**config.mk**
```make
export PLATFORM = sky130hd
export DESIGN_NAME = kid_move_ctrl
export DESIGN_NICKNAME = d
export VERILOG_FILES = /design/src/rtl/kid_move_ctrl.sv
export SDC_FILE = /design/constraint.sdc
export NUM_CORES = 1
export LEC_CHECK = 0
export BUFFER_PORTS_ARGS = -buffer_cell sky130_fd_sc_hd__buf_2
export CAP_MARGIN = 20
export CELL_PAD_IN_SITES_DETAIL_PLACEMENT = 2
export CELL_PAD_IN_SITES_GLOBAL_PLACEMENT = 2
export CORE_ASPECT_RATIO = 2
export CORE_UTILIZATION = 39
export DETAILED_ROUTE_END_ITERATION = 16
export PLACE_DENSITY = 0.83
export SLEW_MARGIN = 15
export SYNTH_ARGS = -nofsm -noshare
export SYNTH_HDL_FRONTEND = slang
export SYNTH_SLANG_ARGS = --single-unit
```
**constraint.sdc**
```tcl
create_clock -name clk -period 4.37 [get_ports clk]
set_input_delay 0.437 -clock clk [delete_from_list [all_inputs] [get_ports clk]]
set_output_delay 0.437 -clock clk [all_outputs]
set_load 0.02 [all_outputs]
```
**src/rtl/kid_move_ctrl.sv**
```systemverilog
// Per-frame kid movement controller: walks the kid one pixel at a time, waits for the
// collision detector to settle after each step, and handles jump, gravity and fall-out respawn.
module kid_move_ctrl #(
    parameter int KID_W   = 20,
    parameter int KID_H   = 21,
    parameter int SPAWN_X = 40,
    parameter int SPAWN_Y = 557,
    parameter int H_SPEED = 3,
    parameter int JUMP_V  = 8,
    parameter int VMAX    = 8,
    parameter int KILL_Y  = 599
) (
    input  logic       clk,
    input  logic       rst_n,
    input  logic       frame_tick,
    input  logic       left,
    input  logic       right,
    input  logic       jump,
    input  logic [3:0] is_collide,
    output logic [9:0] kid_t,
    output logic [9:0] kid_b,
    output logic [9:0] kid_l,
    output logic [9:0] kid_r,
    output logic       on_ground,
    output logic       busy,
    output logic       done,
    output logic       fell,
    output logic       overrun
);

    typedef enum logic [2:0] {IDLE, H_SETTLE, H_CHK, V_SETTLE, V_CHK, FIN} state_t;

    localparam logic [9:0]        SPAWN_L = 10'(SPAWN_X);
    localparam logic [9:0]        SPAWN_T = 10'(SPAWN_Y);
    localparam logic [9:0]        W10     = 10'(KID_W);
    localparam logic [9:0]        H10     = 10'(KID_H);
    localparam logic [9:0]        KILL_B  = 10'(KILL_Y);
    localparam logic [9:0]        X_MAX   = 10'd799;
    localparam logic signed [4:0] JUMP_S  = 5'(JUMP_V);
    localparam logic signed [4:0] VMAX_S  = 5'(VMAX);
    localparam logic signed [4:0] HSPD_S  = 5'(H_SPEED);

    state_t            state, state_n;
    logic [9:0]        kid_l_n, kid_t_n;
    logic signed [4:0] vy, vy_n, dx, dx_n;
    logic [4:0]        vcnt, vcnt_n;
    logic              jump_d, jump_pend, jump_pend_n;
    logic              fall, fall_n, og_n, done_n, fell_n, overrun_n;

    // Gravity step saturating at the terminal fall speed.
    function automatic logic signed [4:0] vy_gravity(input logic signed [4:0] v);
        if (v >= VMAX_S) return VMAX_S;
        return v + 5'sd1;
    endfunction

    function automatic logic [4:0] vy_mag(input logic signed [4:0] v);
        return v[4] ? 5'(-v) : 5'(v);
    endfunction

    always_comb begin
        state_n     = state;
        kid_l_n     = kid_l;
        kid_t_n     = kid_t;
        vy_n        = vy;
        dx_n        = dx;
        vcnt_n      = vcnt;
        fall_n      = fall;
        og_n        = on_ground;
        done_n      = 1'b0;
        fell_n      = 1'b0;
        jump_pend_n = jump_pend | (jump & ~jump_d);
        overrun_n   = frame_tick && (state != IDLE);
        case (state)
            IDLE: begin
                if (frame_tick) begin
                    if (left && !right)      dx_n = -HSPD_S;
                    else if (right && !left) dx_n = HSPD_S;
                    else                     dx_n = '0;
                    // A jump edge arriving on the tick cycle itself still counts.
                    vy_n        = (jump_pend_n && on_ground) ? -JUMP_S : vy_gravity(vy);
                    jump_pend_n = 1'b0;
                    fall_n      = 1'b0;
                    state_n     = H_SETTLE;
                end
            end
            H_SETTLE: state_n = H_CHK;
            H_CHK: begin
                state_n = V_SETTLE;
                vcnt_n  = vy_mag(vy);
                if (dx < 0) begin
                    if (is_collide[1] || kid_l == 10'd0) dx_n = '0;
                    else begin
                        kid_l_n = kid_l - 10'd1;
                        dx_n    = dx + 5'sd1;
                        state_n = H_SETTLE;
                    end
                end else if (dx > 0) begin
                    if (is_collide[0] || kid_r == X_MAX) dx_n = '0;
                    else begin
                        kid_l_n = kid_l + 10'd1;
                        dx_n    = dx - 5'sd1;
                        state_n = H_SETTLE;
                    end
                end
            end
            V_SETTLE: state_n = V_CHK;
            V_CHK: begin
                state_n = FIN;
                if (vy < 0) begin
                    if (is_collide[3] || kid_t == 10'd0) vy_n = '0;
                    else begin
                        kid_t_n = kid_t - 10'd1;
                        vcnt_n  = vcnt - 5'd1;
                        if (vcnt_n != 5'd0) state_n = V_SETTLE;
                    end
                end else if (vy > 0) begin
                    if (is_collide[2]) vy_n = '0;
                    else begin
                        kid_t_n = kid_t + 10'd1;
                        vcnt_n  = vcnt - 5'd1;
                        if (kid_t_n + H10 == KILL_B) fall_n = 1'b1;
                        else if (vcnt_n != 5'd0)     state_n = V_SETTLE;
                    end
                end
            end
            FIN: begin
                og_n    = is_collide[2];
                done_n  = 1'b1;
                state_n = IDLE;
                if (fall) begin
                    fell_n  = 1'b1;
                    kid_l_n = SPAWN_L;
                    kid_t_n = SPAWN_T;
                    vy_n    = '0;
                    fall_n  = 1'b0;
                end
            end
            default: state_n = IDLE;
        endcase
    end

    // Edge-derived outputs are computed from next-state values so kid_r/kid_b track kid_l/kid_t.
    always_ff @(posedge clk or negedge rst_n) begin
        if (!rst_n) begin
            state     <= IDLE;
            kid_l     <= SPAWN_L;
            kid_t     <= SPAWN_T;
            kid_r     <= SPAWN_L + W10;
            kid_b     <= SPAWN_T + H10;
            vy        <= '0;
            dx        <= '0;
            vcnt      <= '0;
            jump_d    <= 1'b0;
            jump_pend <= 1'b0;
            fall      <= 1'b0;
            on_ground <= 1'b0;
            busy      <= 1'b0;
            done      <= 1'b0;
            fell      <= 1'b0;
            overrun   <= 1'b0;
        end else begin
            state     <= state_n;
            kid_l     <= kid_l_n;
            kid_t     <= kid_t_n;
            kid_r     <= kid_l_n + W10;
            kid_b     <= kid_t_n + H10;
            vy        <= vy_n;
            dx        <= dx_n;
            vcnt      <= vcnt_n;
            jump_d    <= jump;
            jump_pend <= jump_pend_n;
            fall      <= fall_n;
            on_ground <= og_n;
            busy      <= (state_n != IDLE);
            done      <= done_n;
            fell      <= fell_n;
            overrun   <= overrun_n;
        end
    end

endmodule

```
Yosys cells after proc, flatten, opt, wreduce, memory -nomap -nowiden
Index checks and enable logic that the tools add are counted.
Widths: inputs -> output; s select.
- bits in registers: 66
- bits of input ports: 10
- add/subtract/negate cells: 12
- $lt $le $gt $ge: 5
- eq/ne operators: 19
- reductions and logical operators: 22
- bitwise gates (word level): 3
- mux-type cells: 62
- operators with widths (operator ; number):
    $mux 10 ; 10
    $mux 5 ; 20
    $pmux 10 s2 ; 2
    $add 10x5->10 const B ; 3
    $mux 3 ; 8
    $add 10x1->10 const B ; 2
    $eq 10x10->1 const B ; 2
    $logic_not 10->1 ; 2
    $pmux 5 s2 ; 2
    $sub 10x1->10 const B ; 2
    $ne 3x3->1 const B ; 6
    $pmux 3 s5 ; 1
    $pmux 5 s3 ; 1
    $mux 1 ; 13
    $ne 2x2->1 const B ; 6
    $reduce_and 6->1 ; 2
    $add 5x2->5 const B ; 2
    $gt 5x1->1 const B ; 2
    $lt 5x1->1 const B ; 2
    $reduce_bool 3->1 ; 3
    $mux 2 ; 4
    $eq 3x2->1 const B ; 2
    $eq 3x3->1 const B ; 2
    $ge 5x5->1 const B ; 1
    other kinds (16) ; 23

Logic depth before layout (Yosys ltp)
- word-level depth: 9
- mapped depth: 13

Least setup slack after synthesis
Ideal clock, no wire load.
- path type: reg-to-reg
- from: reg (tool-made name)
- to: reg kid_r[8]
- clock period less this slack: 3046 ps
- data required time: 4291 ps
- library setup time: 79 ps
- slack: 1324 ps
- stages on the path, launching flop included: 12
- arrival: 2966 ps
- cell sequence: dfrtp_1 -> inv_1 -> ha_1 -> or3b_2 -> o31a_4 -> and3_4 -> o21ai_2 -> mux2i_1 -> ha_1 -> nor2_1 -> nor3b_2 -> xor2_1
- RTL lines (what ; line ; text):
    end signal: assignment ; 148 ; kid_r <= SPAWN_L + W10;
    end signal: assignment ; 165 ; kid_r <= kid_l_n + W10;
    end: declaration ; 23 ; output logic [9:0] kid_r,

==> impl_metrics.json <==
{
  "grt_pass1_wl_mm": 25.1,
  "start_kind": "flop",
  "grt_pass1_vias": 4593,
  "crit_fanout": 9,
  "fmaxAchievable_mhz": 291,
  "clk_path_buf_depth": 2,
  "power_leakage_uw": 0.00215,
  "dieArea_um2": 11600,
  "worstMarginPinSlew_ns": 1.13,
  "rows": 54,
  "finalSetupTns_ns": 0,
  "min_period_ns": 3.43,
  "cts_root_buf": "clkbuf_16",
  "die-height_um": 151,
  "fin_skew_ns": 0.00965,
  "async_flop_share": 1.00,
  "synth_top_family_by_area": "compound AO/OA/AOI/OAI gates",
  "met1_usage": 0.266,
  "place.gp.congestion": 0.957,
  "switching_share": 0.481,
  "antenna_cells": 0,
  "final_layout_size_suffix_gt1_frac": 0.251,
  "overflow": 0,
  "antenna_found_initial": 0,
  "use_met3": 0.0470,
  "grt_max_degree": 34,
  "cts_resized": 0,
  "arrival_ns": 3.69,
  "synth_edf_count": 0,
  "layout.nets": 549,
  "die_w_um": 76.6,
  "crit_required_ns": 4.62,
  "p_per_area_nw_per_um2": 731,
  "p_clk_frac": 0.201,
  "cts_setup_buffers": 0,
  "synth_xor_xnor_area_share": 0.0605,
  "core_um2": 10900,
  "ys_warn_count": 0,
  "p_int_uw": 1890,
  "synth.net_count": 504,
  "fin_cells": 666,
  "htreeDepth": 3,
  "netlist_area_um2": 4340,
  "slew_headroom": 0.244,
  "yosysTopAreaCellShare": 0.288,
  "io_buffers": 54,
  "area.growth.synth_to_final_pct": 14.9,
  "synth_mux_area_frac": 0.0124,
  "fillers": 1223,
  "synth_compound_area_frac": 0.229,
  "finalCritPeriodShare": 0.785,
  "synthSimpleGateAreaFrac": 0.219,
  "cts_made_buffers": 9,
  "routed_wl_mm": 15.6,
  "hp-class": "primary input to async pin",
  "ir_drop_mv": 0.347,
  "seqPwrFrac": 0.318,
  "via_count": 4010,
  "clk_pin_slew_ns": 0.06,
  "drv_slew": 0,
  "grt.met2_usage": 0.564,
  "dr.pass1.iters": 4,
  "initial_core_util": 0.399,
  "rsz0062_at_grt": "false",
  "critical_path_class": "flop to flop",
  "dp.cells": 650,
  "syn-instance-count": 476,
  "switchingPower_uw": 1750,
  "synth.distinct_cells": 82,
  "drcViolationCount": 0,
  "syn_avg_cell_area_um2": 9.12,
  "synth_top_area_cell": "dfrtp_1",
  "end_kind": "flop",
  "cap_violations": 0,
  "postCtsHoldBufs": 0,
  "outcome": "completed",
  "track_usage": 0.288,
  "clock_latency_ns": 0.34,
  "yosysSeqAreaShare": 0.373,
  "cts_tree": "yes",
  "power_frac_comb": 0.480,
  "wl_per_cell_um": 23.4,
  "ys.flop_type": "dfrtp_1",
  "synth_adder_area_share": 0.0519,
  "synth_area_leaders": "dfrtp_1 (29%), dfstp_2 (8.5%), ha_1 (5.2%)",
  "vias_per_cell": 6.02,
  "clock_sinks": 64,
  "top_usage_layer": "met2",
  "post-dp-hpwl_mm": 11.2,
  "io_pins": 55,
  "first_iter_violations": 127,
  "timing.final.hold_violations": 0,
  "setup_viol": 0,
  "ant_nets": 0,
  "synth-seq-cells": 64
}
## area by class of cell
class / count / area, µm² / share of cell area
inverter: 26 / 97.6 / 0.0196
sequential: 64 / 1620 / 0.325
multi-input combinational: 361 / 2490 / 0.499
clock inverter: 7 / 72.6 / 0.0146
clock buffer: 9 / 225 / 0.0452
timing repair buffer: 59 / 308 / 0.0617
tap: 140 / 175 / 0.0351
## sequential cells by signal (all words and copies together) (netlist names), 3 cells and up, named ones only
name	flops
dx	5
kid_l	8
kid_t	10
kid_r	8
vy	5
vcnt	5
state	3
kid_b	10
## metrics by stage
stage                     utilization  hold slack [ns]  total power, µW  setup slack, ns  instance area [µm²]
after floorplan                     -            0.141             2300             1.32                 4340
after global placement          0.431            0.471             2780             1.23                 4690
after detailed placement        0.431            0.491             2880             1.08                 4690
after CTS                       0.458            0.202             3670            0.947                 4990
after global routing            0.458            0.209             3870            0.824                 4990
final                           0.458            0.183             3640            0.937                 4990
## cell usage after synthesis, types with 4 or more instances
| master | count |
|---|---|
| o21ai_1 | 5 |
| nor3_1 | 10 |
| nand2_1 | 29 |
| clkbuf_1 | 8 |
| o31ai_1 | 7 |
| inv_1 | 26 |
| o21ai_0 | 40 |
| a22oi_1 | 4 |
| buf_2 | 10 |
| nor2b_1 | 7 |
| nor2_1 | 44 |
| xnor2_1 | 18 |
| dfrtp_1 | 50 |
| nand3_1 | 14 |
| xor2_1 | 12 |
| nor3b_1 | 6 |
| and3_1 | 7 |
| a21oi_1 | 21 |
| a22o_1 | 4 |
| and2_1 | 4 |
| nor4_1 | 5 |
| nand4_1 | 5 |
| nand2b_1 | 10 |
| a31oi_1 | 10 |
| buf_4 | 4 |
| dfstp_2 | 14 |
| ha_1 | 18 |
## per-layer routing
layer  vias up  share of wire  wire length, µm
met5         -              0                0
met1      2055           0.34             5340
met2       104           0.58             8970
met3        52          0.025              384
met4         0          0.056              874
li1       1799              -                -
## cells by family after synthesis
| family | Yosys count |
|---|---|
| simple gates | 169 |
| compound gates | 139 |
| mux | 5 |
| buf+inv | 51 |
| flops | 64 |
| fa+ha+maj | 18 |
| xor+xnor | 30 |
## cells in the final DEF, fill, tap and decap left out, types with 9 or more instances in the layout
cell type	synthesis	layout
a21oi_1	21	21
a31oi_1	10	10
buf_2	10	54
clkbuf_16	0	9
dfrtp_1	50	50
dfstp_2	14	14
ha_1	18	18
inv_1	26	26
nand2_1	29	29
nand2b_1	10	10
nand3_1	14	14
nor2_1	44	44
nor3_1	10	10
o21ai_0	40	40
xnor2_1	18	18
xor2_1	12	12
## critical path, cell delays in order (launching register included)
cell,delay [ns]
dfrtp_1,0.47
inv_1,0.14
ha_1,0.18
or3b_2,0.50
o31a_4,0.42
and3_4,0.18
o21ai_2,0.16
mux2i_1,0.47
ha_1,0.32
nor2_1,0.08
nor3b_2,0.23
xor2_1,0.20
## final timing paths
kind	start	end	slack (ns)	depth (start not counted)
worst max-delay path	flop	kid_r[8]$_DFF_PN0_	0.94	11
worst min-delay path	rst_n	dx[2]$_DFFE_PN0P_	0.18	1
min in group clk	jump	jump_d$_DFF_PN0_	0.21	1
worst min register to register	jump_pend$_DFF_PN0_	jump_pend$_DFF_PN0_	0.50	1
worst max register to register	flop	kid_r[8]$_DFF_PN0_	0.94	11
max in group asynchronous	rst_n	kid_t[5]$_DFF_PN1_	3.19	2
## power groups by stage
| stage | clock, µW | sequential, µW | combinational, µW |
|---|---|---|---|
| 6_report | 734 | 1160 | 1750 |
| 5_1_grt | 766 | 1190 | 1910 |
| 4_1_cts | 746 | 1160 | 1770 |
| 3_5_place_dp | 0 | 1160 | 1720 |
| 3_3_place_gp | 0 | 1130 | 1660 |
| 2_1_floorplan | 0 | 1120 | 1190 |
(Power assumes the default switching activity.)
